<file path="src/rtl/uart_tx_arbiter_if.sv">
// Requester/serializer bundle for uart_tx_arbiter.
// master: the arbiter side. slave: requesters plus serializer.
interface uart_tx_arbiter_if #(
  parameter int N_REQ = 4
);
  logic [N_REQ-1:0]      i_req_valid;
  logic [N_REQ-1:0][7:0] i_req_data;   // requester k occupies bits [8k+7:8k]
  logic [N_REQ-1:0]      i_req_last;
  logic [N_REQ-1:0]      o_req_ready;
  logic                  o_tx_start;
  logic [7:0]            o_tx_data;
  logic                  i_tx_done;
  logic                  i_tx_busy;
  logic [N_REQ-1:0]      o_grant;
  logic                  o_active;
  logic                  o_frame_done;
  logic                  o_timeout;
  logic                  o_err;

  modport master (
    input  i_req_valid, i_req_data, i_req_last, i_tx_done, i_tx_busy,
    output o_req_ready, o_tx_start, o_tx_data, o_grant, o_active,
           o_frame_done, o_timeout, o_err
  );

  modport slave (
    output i_req_valid, i_req_data, i_req_last, i_tx_done, i_tx_busy,
    input  o_req_ready, o_tx_start, o_tx_data, o_grant, o_active,
           o_frame_done, o_timeout, o_err
  );
endinterface

</file>
<file path="src/rtl/uart_tx_arbiter.sv">
// Round-robin, frame-atomic sharing of one uart_tx serializer between
// N_REQ byte-stream requesters, with a stall watchdog. All outputs are
// registered or decoded from registered state.
module uart_tx_arbiter #(
  parameter int N_REQ       = 4,
  parameter int IDX_W       = 2,
  parameter int TIMEOUT_CYC = 4860,
  parameter int TIMEOUT_W   = 13
) (
  input logic               i_clk,
  input logic               i_rst,
  uart_tx_arbiter_if.master bus
);

  typedef enum logic [1:0] {IDLE, START, WAIT_DONE, HOLD} state_t;

  state_t               state, state_nxt;
  logic [IDX_W-1:0]     rr_ptr, gidx, sel, cand;
  logic                 sel_vld;
  logic [N_REQ-1:0]     grant_q, req_ready;
  logic [7:0]           data_q;
  logic [TIMEOUT_W-1:0] wdog;
  logic                 last_q, active_q, fd_q, to_q, err_q, tx_start;
  logic                 wd_hit, own_vld;
  logic                 unused_busy;

  // Serializer busy is status only; sequencing relies on the done pulse.
  assign unused_busy = bus.i_tx_busy;

  assign wd_hit  = (wdog == TIMEOUT_W'(TIMEOUT_CYC - 1));
  assign own_vld = bus.i_req_valid[gidx];

  // Round-robin pick: nearest valid requester after rr_ptr, with wrap.
  // Walk from the farthest offset down so the nearest one is written last.
  always_comb begin
    sel     = rr_ptr;
    sel_vld = 1'b0;
    cand    = '0;
    for (int i = N_REQ; i >= 1; i--) begin
      cand = IDX_W'((int'(rr_ptr) + i) % N_REQ);
      if (bus.i_req_valid[cand]) begin
        sel     = cand;
        sel_vld = 1'b1;
      end
    end
  end

  // State register.
  always_ff @(posedge i_clk or posedge i_rst) begin
    if (i_rst) state <= IDLE;
    else       state <= state_nxt;
  end

  // Next state; done or owner-valid takes priority over the watchdog.
  always_comb begin
    state_nxt = state;
    unique case (state)
      IDLE:      if (sel_vld) state_nxt = START;
      START:     state_nxt = WAIT_DONE;
      WAIT_DONE: begin
        if (bus.i_tx_done) begin
          if (last_q)       state_nxt = IDLE;
          else if (own_vld) state_nxt = START;
          else              state_nxt = HOLD;
        end else if (wd_hit) begin
          state_nxt = IDLE;
        end
      end
      HOLD: begin
        if (own_vld)     state_nxt = START;
        else if (wd_hit) state_nxt = IDLE;
      end
      default:   state_nxt = IDLE;
    endcase
  end

  // Moore decode: START is the byte handshake cycle with the owner.
  always_comb begin
    tx_start  = 1'b0;
    req_ready = '0;
    if (state == START) begin
      tx_start  = 1'b1;
      req_ready = grant_q;
    end
  end

  // Grant, byte, last flag, watchdog and event pulses.
  always_ff @(posedge i_clk or posedge i_rst) begin
    if (i_rst) begin
      rr_ptr   <= IDX_W'(N_REQ - 1);
      gidx     <= '0;
      grant_q  <= '0;
      data_q   <= '0;
      active_q <= 1'b0;
      last_q   <= 1'b0;
      wdog     <= '0;
      fd_q     <= 1'b0;
      to_q     <= 1'b0;
      err_q    <= 1'b0;
    end else begin
      fd_q <= 1'b0;
      to_q <= 1'b0;
      unique case (state)
        IDLE: begin
          if (sel_vld) begin
            gidx          <= sel;
            grant_q       <= '0;
            grant_q[sel]  <= 1'b1;
            active_q      <= 1'b1;
            data_q        <= bus.i_req_data[sel];
          end
        end
        START: begin
          last_q <= bus.i_req_last[gidx];
          wdog   <= '0;
        end
        WAIT_DONE: begin
          if (bus.i_tx_done) begin
            if (last_q) begin
              fd_q     <= 1'b1;
              rr_ptr   <= gidx;
              grant_q  <= '0;
              active_q <= 1'b0;
            end else if (own_vld) begin
              data_q <= bus.i_req_data[gidx];
            end else begin
              wdog <= '0;               // fresh budget for the owner in HOLD
            end
          end else if (wd_hit) begin
            to_q     <= 1'b1;
            err_q    <= 1'b1;
            rr_ptr   <= gidx;
            grant_q  <= '0;
            active_q <= 1'b0;
          end else begin
            wdog <= wdog + 1'b1;
          end
        end
        HOLD: begin
          if (own_vld) begin
            data_q <= bus.i_req_data[gidx];
          end else if (wd_hit) begin
            to_q     <= 1'b1;
            err_q    <= 1'b1;
            rr_ptr   <= gidx;
            grant_q  <= '0;
            active_q <= 1'b0;
          end else begin
            wdog <= wdog + 1'b1;
          end
        end
        default: ;
      endcase
    end
  end

  assign bus.o_req_ready  = req_ready;
  assign bus.o_tx_start   = tx_start;
  assign bus.o_tx_data    = data_q;
  assign bus.o_grant      = grant_q;
  assign bus.o_active     = active_q;
  assign bus.o_frame_done = fd_q;
  assign bus.o_timeout    = to_q;
  assign bus.o_err        = err_q;

endmodule
</file>
<file path="src/flat_wrapper.sv">
// flat-port wrapper written by rule: the top's interface ports become plain ports
module uart_tx_arbiter_flat 
#(
  parameter int N_REQ       = 4,
  parameter int IDX_W       = 2,
  parameter int TIMEOUT_CYC = 4860,
  parameter int TIMEOUT_W   = 13
)
  (i_clk, i_rst, bus_i_req_valid, bus_i_req_data, bus_i_req_last, bus_i_tx_done, bus_i_tx_busy, bus_o_req_ready, bus_o_tx_start, bus_o_tx_data, bus_o_grant, bus_o_active, bus_o_frame_done, bus_o_timeout, bus_o_err);
  uart_tx_arbiter_if #(.N_REQ(N_REQ)) bus_i ();
  input logic i_clk;
  input logic i_rst;
  input wire logic [$bits(bus_i.i_req_valid)-1:0] bus_i_req_valid;
  input wire logic [$bits(bus_i.i_req_data)-1:0] bus_i_req_data;
  input wire logic [$bits(bus_i.i_req_last)-1:0] bus_i_req_last;
  input wire logic [$bits(bus_i.i_tx_done)-1:0] bus_i_tx_done;
  input wire logic [$bits(bus_i.i_tx_busy)-1:0] bus_i_tx_busy;
  output wire logic [$bits(bus_i.o_req_ready)-1:0] bus_o_req_ready;
  output wire logic [$bits(bus_i.o_tx_start)-1:0] bus_o_tx_start;
  output wire logic [$bits(bus_i.o_tx_data)-1:0] bus_o_tx_data;
  output wire logic [$bits(bus_i.o_grant)-1:0] bus_o_grant;
  output wire logic [$bits(bus_i.o_active)-1:0] bus_o_active;
  output wire logic [$bits(bus_i.o_frame_done)-1:0] bus_o_frame_done;
  output wire logic [$bits(bus_i.o_timeout)-1:0] bus_o_timeout;
  output wire logic [$bits(bus_i.o_err)-1:0] bus_o_err;
  assign bus_i.i_req_valid = bus_i_req_valid;
  assign bus_i.i_req_data = bus_i_req_data;
  assign bus_i.i_req_last = bus_i_req_last;
  assign bus_i.i_tx_done = bus_i_tx_done;
  assign bus_i.i_tx_busy = bus_i_tx_busy;
  assign bus_o_req_ready = bus_i.o_req_ready;
  assign bus_o_tx_start = bus_i.o_tx_start;
  assign bus_o_tx_data = bus_i.o_tx_data;
  assign bus_o_grant = bus_i.o_grant;
  assign bus_o_active = bus_i.o_active;
  assign bus_o_frame_done = bus_i.o_frame_done;
  assign bus_o_timeout = bus_i.o_timeout;
  assign bus_o_err = bus_i.o_err;
  uart_tx_arbiter #(.N_REQ(N_REQ), .IDX_W(IDX_W), .TIMEOUT_CYC(TIMEOUT_CYC), .TIMEOUT_W(TIMEOUT_W)) u_core (.i_clk(i_clk), .i_rst(i_rst), .bus(bus_i));
endmodule
</file>
<file path="config.mk">
export PLATFORM = sky130hd
export DESIGN_NAME = uart_tx_arbiter_flat
export DESIGN_NICKNAME = d
export VERILOG_FILES = /design/src/rtl/uart_tx_arbiter_if.sv /design/src/rtl/uart_tx_arbiter.sv /design/src/flat_wrapper.sv
export SDC_FILE = /design/constraint.sdc
export NUM_CORES = 1
export LEC_CHECK = 0
export ABC_CLOCK_PERIOD_IN_PS = 5000
export BUFFER_PORTS_ARGS = -buffer_cell sky130_fd_sc_hd__buf_2
export CORE_MARGIN = 8
export CORE_UTILIZATION = 40
export DETAILED_ROUTE_END_ITERATION = 8
export HOLD_SLACK_MARGIN = 0.05
export PLACE_DENSITY = 0.71
export RECOVER_POWER = 100
export SLEW_MARGIN = 20
export SYNTH_ARGS = -nofsm -noshare
export SYNTH_HDL_FRONTEND = slang
export SYNTH_SLANG_ARGS = --single-unit
</file>
<file path="constraint.sdc">
create_clock -name i_clk -period 5 [get_ports i_clk]
set_input_delay 1.25 -clock i_clk [delete_from_list [all_inputs] [get_ports i_clk]]
set_output_delay 1.25 -clock i_clk [all_outputs]
set_load 0.02 [all_outputs]
</file>
# Word level (Yosys, flattened, before mapping)
# Cells that the tools add are included.
[op_classes]
bitwise = 0
multipliers = 0
shifts = 0
mux = 74
n_addsub = 5
n_lt_le_gt_ge = 7
eq_ne = 12
div_mod_pow = 0
reduce_logical = 11
[op_table]
columns = ["operator", "n"]
rows = [
  ["two-way mux 13 bit", 5],
  ["two-way mux 8 bit", 6],
  ["case mux 13 bit (3 select lines)", 1],
  ["binary-select mux 8 bit (select 2 bit)", 2],
  ["two-way mux 2 bit", 14],
  ["two-way mux 1 bit", 26],
  ["two-way mux 4 bit", 6],
  ["case mux 8 bit (3 select lines)", 1],
  ["less-than comparator 2 x 3 -> 1 bit (second input constant)", 6],
  ["adder 13 x 1 -> 13 bit (second input constant)", 1],
  ["equality test 13 bit (second input constant)", 1],
  ["binary-select mux 1 bit (select 2 bit)", 6],
  ["case mux 4 bit (3 select lines)", 1],
  ["AND reduction 4 bit", 3],
  ["!= test 2 bit (second input constant)", 4],
  ["case mux 2 bit (4 select lines)", 1],
  ["!= test 3 bit (second input constant)", 2],
  ["AND reduction 3 bit", 2],
  ["nonzero test 3 bit", 2],
  ["adder 2 x 1 -> 2 bit (second input constant)", 2],
  ["adder 2 bit (second input constant)", 2],
  ["equality test 2 bit (second input constant)", 2],
  ["case mux 1 bit (2 select lines)", 2],
  ["case mux 2 bit (2 select lines)", 1],
  ["10 further kinds", 10],
]
[word_totals]
latch_bits = 0
reg_bits = 36
word_cells = 120
ramBits = 0
n_memories = 0
output_inout_bits = 21
in_bits = 44
mem_bits_ro = 0

# Depth between registers and ports, before layout
[logic_depth]
word_depth = 13
depth_mapped = 7
mapped_depth_nobuf = 6

# Least setup slack after synthesis
# No wires, ideal clock.
[synth_timing]
path_type = "register to output"
from = "register u_core.state[0]"
to = "output port bus_o_req_ready[0]"
t_required_ps = 3750
stages_incl_launch_ff = 5
n_path_buf = 1
setup_slack_ps = 2290
arrival_time_ps = 1460
cell_sequence = "dfrtp_1 > clkbuf_1 > inv_1 > nor2_1 > and2_1"
[synth_via]
elab_chain_len = 2
[synth_rtl]
columns = ["element", "line_no", "text"]
rows = [
  ["from (decl)", "uart_tx_arbiter.sv:17", "state_t state, state_nxt;"],
  ["from (signal assigned)", "uart_tx_arbiter.sv:51", "else state <= state_nxt;"],
  ["equality test 2 x 1 -> 1 bit", "uart_tx_arbiter.sv:81", "if (state == START) begin"],
  ["two-way mux 4 bit", "uart_tx_arbiter.sv:81", ""],
  ["to (decl)", "flat_wrapper.sv:18", "output wire logic [$bits(bus_i.o_req_ready)-1:0] bus_o_req_ready;"],
]
# No other way between the ends.

# Worst setup path in the final report
[layout_timing]
from = "input port bus_i_req_valid[1]"
to = "register u_core.wdog[7]"
[layout_via]
elab_chain_len = 4
word_cells_on_any_way = 5
cone_classes = "2 x eq/ne; 2 x mux; 1 x reduce/logical"
[layout_rtl]
columns = ["element", "line_no", "text"]
rows = [
  ["from (decl)", "flat_wrapper.sv:13", "input wire logic [$bits(bus_i.i_req_valid)-1:0] bus_i_req_valid;"],
  ["binary-select mux 1 bit (select 2 bit) *", "uart_tx_arbiter.sv:31", "assign own_vld = bus.i_req_valid[gidx];"],
  ["two-way mux 1 bit (not written as such) *", "uart_tx_arbiter.sv:31", ""],
  ["!= test 3 bit (no source line) or != test 2 bit (tied branches)", "-", ""],
  ["AND reduction 4 bit (no source line) *", "-", ""],
  ["to (signal assigned)", "uart_tx_arbiter.sv:136", "wdog <= wdog + 1'b1;"],
  ["to (signal assigned)", "uart_tx_arbiter.sv:149", "wdog <= wdog + 1'b1;"],
  ["to (decl)", "uart_tx_arbiter.sv:22", "logic [TIMEOUT_W-1:0] wdog;"],
]
# Every way passes the cells marked *; elsewhere a longest branch is shown, timed or not. The select of a mux whose other input is x is not followed.
# A chain may end at the register's enable or synchronous reset.

==> results.yml <==
outcome:
  run_status: "finished with violations"
  violations: "max-capacitance violations, max-slew violations"
power_and_ir_drop:
  p_seq_frac: 0.339
  vdd_drop_max_mv: 0.255
  power.internal_uw: 840
  switching_share: 0.458
  power.density_nw_per_um2: 565
  clockPowerShare: 0.138
  p_leak_nw: 1.19
  combPwrFrac: 0.523
  p_sw_uw: 709
die:
  die_x_um: 92.4
  io_pins: 65
  die_h_um: 92.4
  dieArea_um2: 8530
  rows: 28
  initial_core_util: 0.403
  core_area_um2: 5780
clock_network:
  ctsHoldBuffers: 0
  cts-root-buf: "clkbuf_8"
  clk_path_buf_depth: 2
  cts_setup_buffers: 0
  cts_sinks: 36
  clk_pin_slew_ns: 0.07
  cts_resized: 0
  clock_latency_ns: 0.29
  cts_tree: "yes"
  htreeDepth: 2
  cts_buffers: 5
cells_and_area:
  nets: 350
  diodes: 0
  final_util: 0.474
  layout-drive-gt1-share: 0.212
  synthToLayoutAreaGrowth_pct: 17.5
  final_cells: 381
timing:
  finalSetupViolations: 0
  finalCritPeriodShare: 0.751
  maxSlewHeadroom: -0.258
  tightest_slew_ns: 1.89
  slew_violations: 54
  tns_ns: 0
  clock_skew_ns: 0.00340
  hold_viol_final: 0
  max_freq_ghz: 0.266
  hold_slack_ns: 0.469
  grt_setup_unrepaired: "false"
  layout_min_cycle_time_ns: 3.76
placed_design:
  portBuffers: 63
  gp_congestion: 0.803
  dp_cells: 373
  hpwl_um: 4570
route:
  drt_iter0_drc: 123
  via_per_inst: 5.67
  drc_errors: 0
  drtAntennaViolNets: 0
  dr.pass1.iters: 6
  wl_per_cell_um: 16.1
  dr_total_vias: 2161
  totalWireLength_um: 6140
yosys:
  netlist-cell-type-count: 44
  synth_seq_cells: 36
  async_reset_ff_frac: 1.00
  synth_edf_count: 0
  synth_area_per_cell_um2: 9.44
  syn-num-nets: 292
  yosysSeqAreaShare: 0.387
  netlist_area_um2: 2330
  synth_flop_cell: "dfrtp_1"
  yosys_warnings: 0
  synth_cells: 247
min_path:
  hold_class: "reg2reg"
global_routing:
  grt_pass1_vias: 2349
  grt_max_degree: 37
  grt.total_usage: 0.154
  grt-ovfl-total: 0
  grt_antenna_before_repair: 0
  grt_pass1_wl_um: 10800
setup_path:
  cp_max_fo: 16
  end_kind: "flop"
  crit_type: "in2reg"
  crit_arrival_ns: 3.93
  worst-endpoint-required_ns: 5.17
  cp-start-kind: "primary input"
run:
  cap_viol_max_count: 2
-- worst max-delay path: stages --
cell and delay (ns):
buf_2 0.12, mux4_2 0.55, a211oi_1 1.30, nand2_1 0.30
o41ai_1 0.41
-- cell type report --
cell class / instances / area [um^2]
clock buffers: 8 / 90.1
fillers: 575 / 3040
inverters: 5 / 18.8
multi-input cells: 192 / 1340
flip-flops and latches: 36 / 903
well taps: 75 / 93.8
repair buffers: 65 / 298
-- sequential cells by signal, indices dropped and copies added, names as in the netlist, 2 cells and up --
signal,count
u_core.bus.o_tx_data,8
u_core.rr_ptr,2
u_core.bus.o_grant,4
u_core.gidx,2
u_core.state,2
u_core.wdog,13
-- metrics by stage --
step	setup WS (ns)	power (mW)	instance area (um^2)
final	1.24	1.55	2740
after global routing	1.02	1.68	2740
after CTS	1.89	1.59	2790
after detailed placement	1.74	1.37	2700
after global placement	1.77	1.35	2700
after floorplan	2.29	1.16	2330
-- metal layers --
metal / vias up / share of wire / track usage
li1: 1035 / - / -
met1: 1042 / 0.44 / 0.180
met2: 76 / 0.49 / 0.262
met3: 8 / 0.053 / 0.0413
met4: 0 / 0.013 / 0.0617
met5: - / 0 / 0
-- cells in the mapped netlist, types with 2 or more instances --
library cell,number,share of area
o31ai_1,2,0.0064
a21oi_1,2,0.0043
a31oi_1,10,0.027
buf_2,4,0.0086
and4_1,2,0.0075
buf_1,3,0.0048
clkbuf_1,6,0.0097
and2_1,5,0.013
nor2_1,28,0.045
o21ai_1,2,0.0043
mux2i_1,8,0.034
o22ai_1,4,0.011
o21ai_0,14,0.030
xor2_1,6,0.023
and3_1,6,0.016
dfrtp_1,34,0.36
a32o_1,10,0.043
a22o_1,3,0.011
nand2b_1,2,0.0054
nand4_1,2,0.0054
nand3_1,9,0.019
dfstp_2,2,0.023
nor2b_1,5,0.013
nand2_1,35,0.056
inv_1,5,0.0080
mux2_2,3,0.014
mux4_2,10,0.097
nand4b_1,9,0.034
-- kinds of logic after synthesis --
logic type,after synthesis,share of synthesized area
adder cells (fa/ha/maj),1,0.00536
multiplexers,21,0.145
AND/OR/NAND/NOR,108,0.231
XOR/XNOR,6,0.0225
buffers and inverters,19,0.0343
flip-flops,36,0.387
AO/OA/AOI/OAI,56,0.174
-- path summary, 6_finish.rpt --
path                       cells after the start  slack, ns                         endpoint                         start
hold / removal                                 1       0.47     u_core.bus.o_err$_DFFE_PP0P_  u_core.bus.o_err$_DFFE_PP0P_
hold reg to reg                                1       0.47     u_core.bus.o_err$_DFFE_PP0P_  u_core.bus.o_err$_DFFE_PP0P_
max in group asynchronous                      3       2.29  u_core.bus.o_active$_DFFE_PP0P_                         i_rst
setup / recovery                               5       1.24       u_core.wdog[7]$_DFFE_PP0P_            bus_i_req_valid[1]
min in group asynchronous                      3       1.62       u_core.wdog[6]$_DFFE_PP0P_                         i_rst
setup reg to reg                               4       1.40       u_core.wdog[7]$_DFFE_PP0P_    u_core.gidx[1]$_DFFE_PP0P_
-- cell usage in the layout (no fill, tap or decap), types with 6 or more instances in the layout --
cell type | synthesis | final
nand2_1 | 35 | 35
mux2i_1 | 8 | 8
a32o_1 | 10 | 10
a31oi_1 | 10 | 10
nand4b_1 | 9 | 9
o21ai_0 | 14 | 15
nor2_1 | 28 | 28
clkbuf_1 | 6 | 24
buf_2 | 4 | 43
xor2_1 | 6 | 6
clkbuf_8 | 0 | 6
nand3_1 | 9 | 9
and3_1 | 6 | 6
dfrtp_1 | 34 | 34
mux4_2 | 10 | 10
-- power groups by stage --
stage | Combinational [mW] | Sequential (mW) | Clock (mW)
finish | 0.810 | 0.525 | 0.214
detailed placement | 0.844 | 0.528 | 0
global route | 0.897 | 0.547 | 0.233
floorplan | 0.660 | 0.501 | 0
global placement | 0.826 | 0.528 | 0
CTS | 0.845 | 0.524 | 0.220
Note: power is estimated with default switching activity, not from simulation.
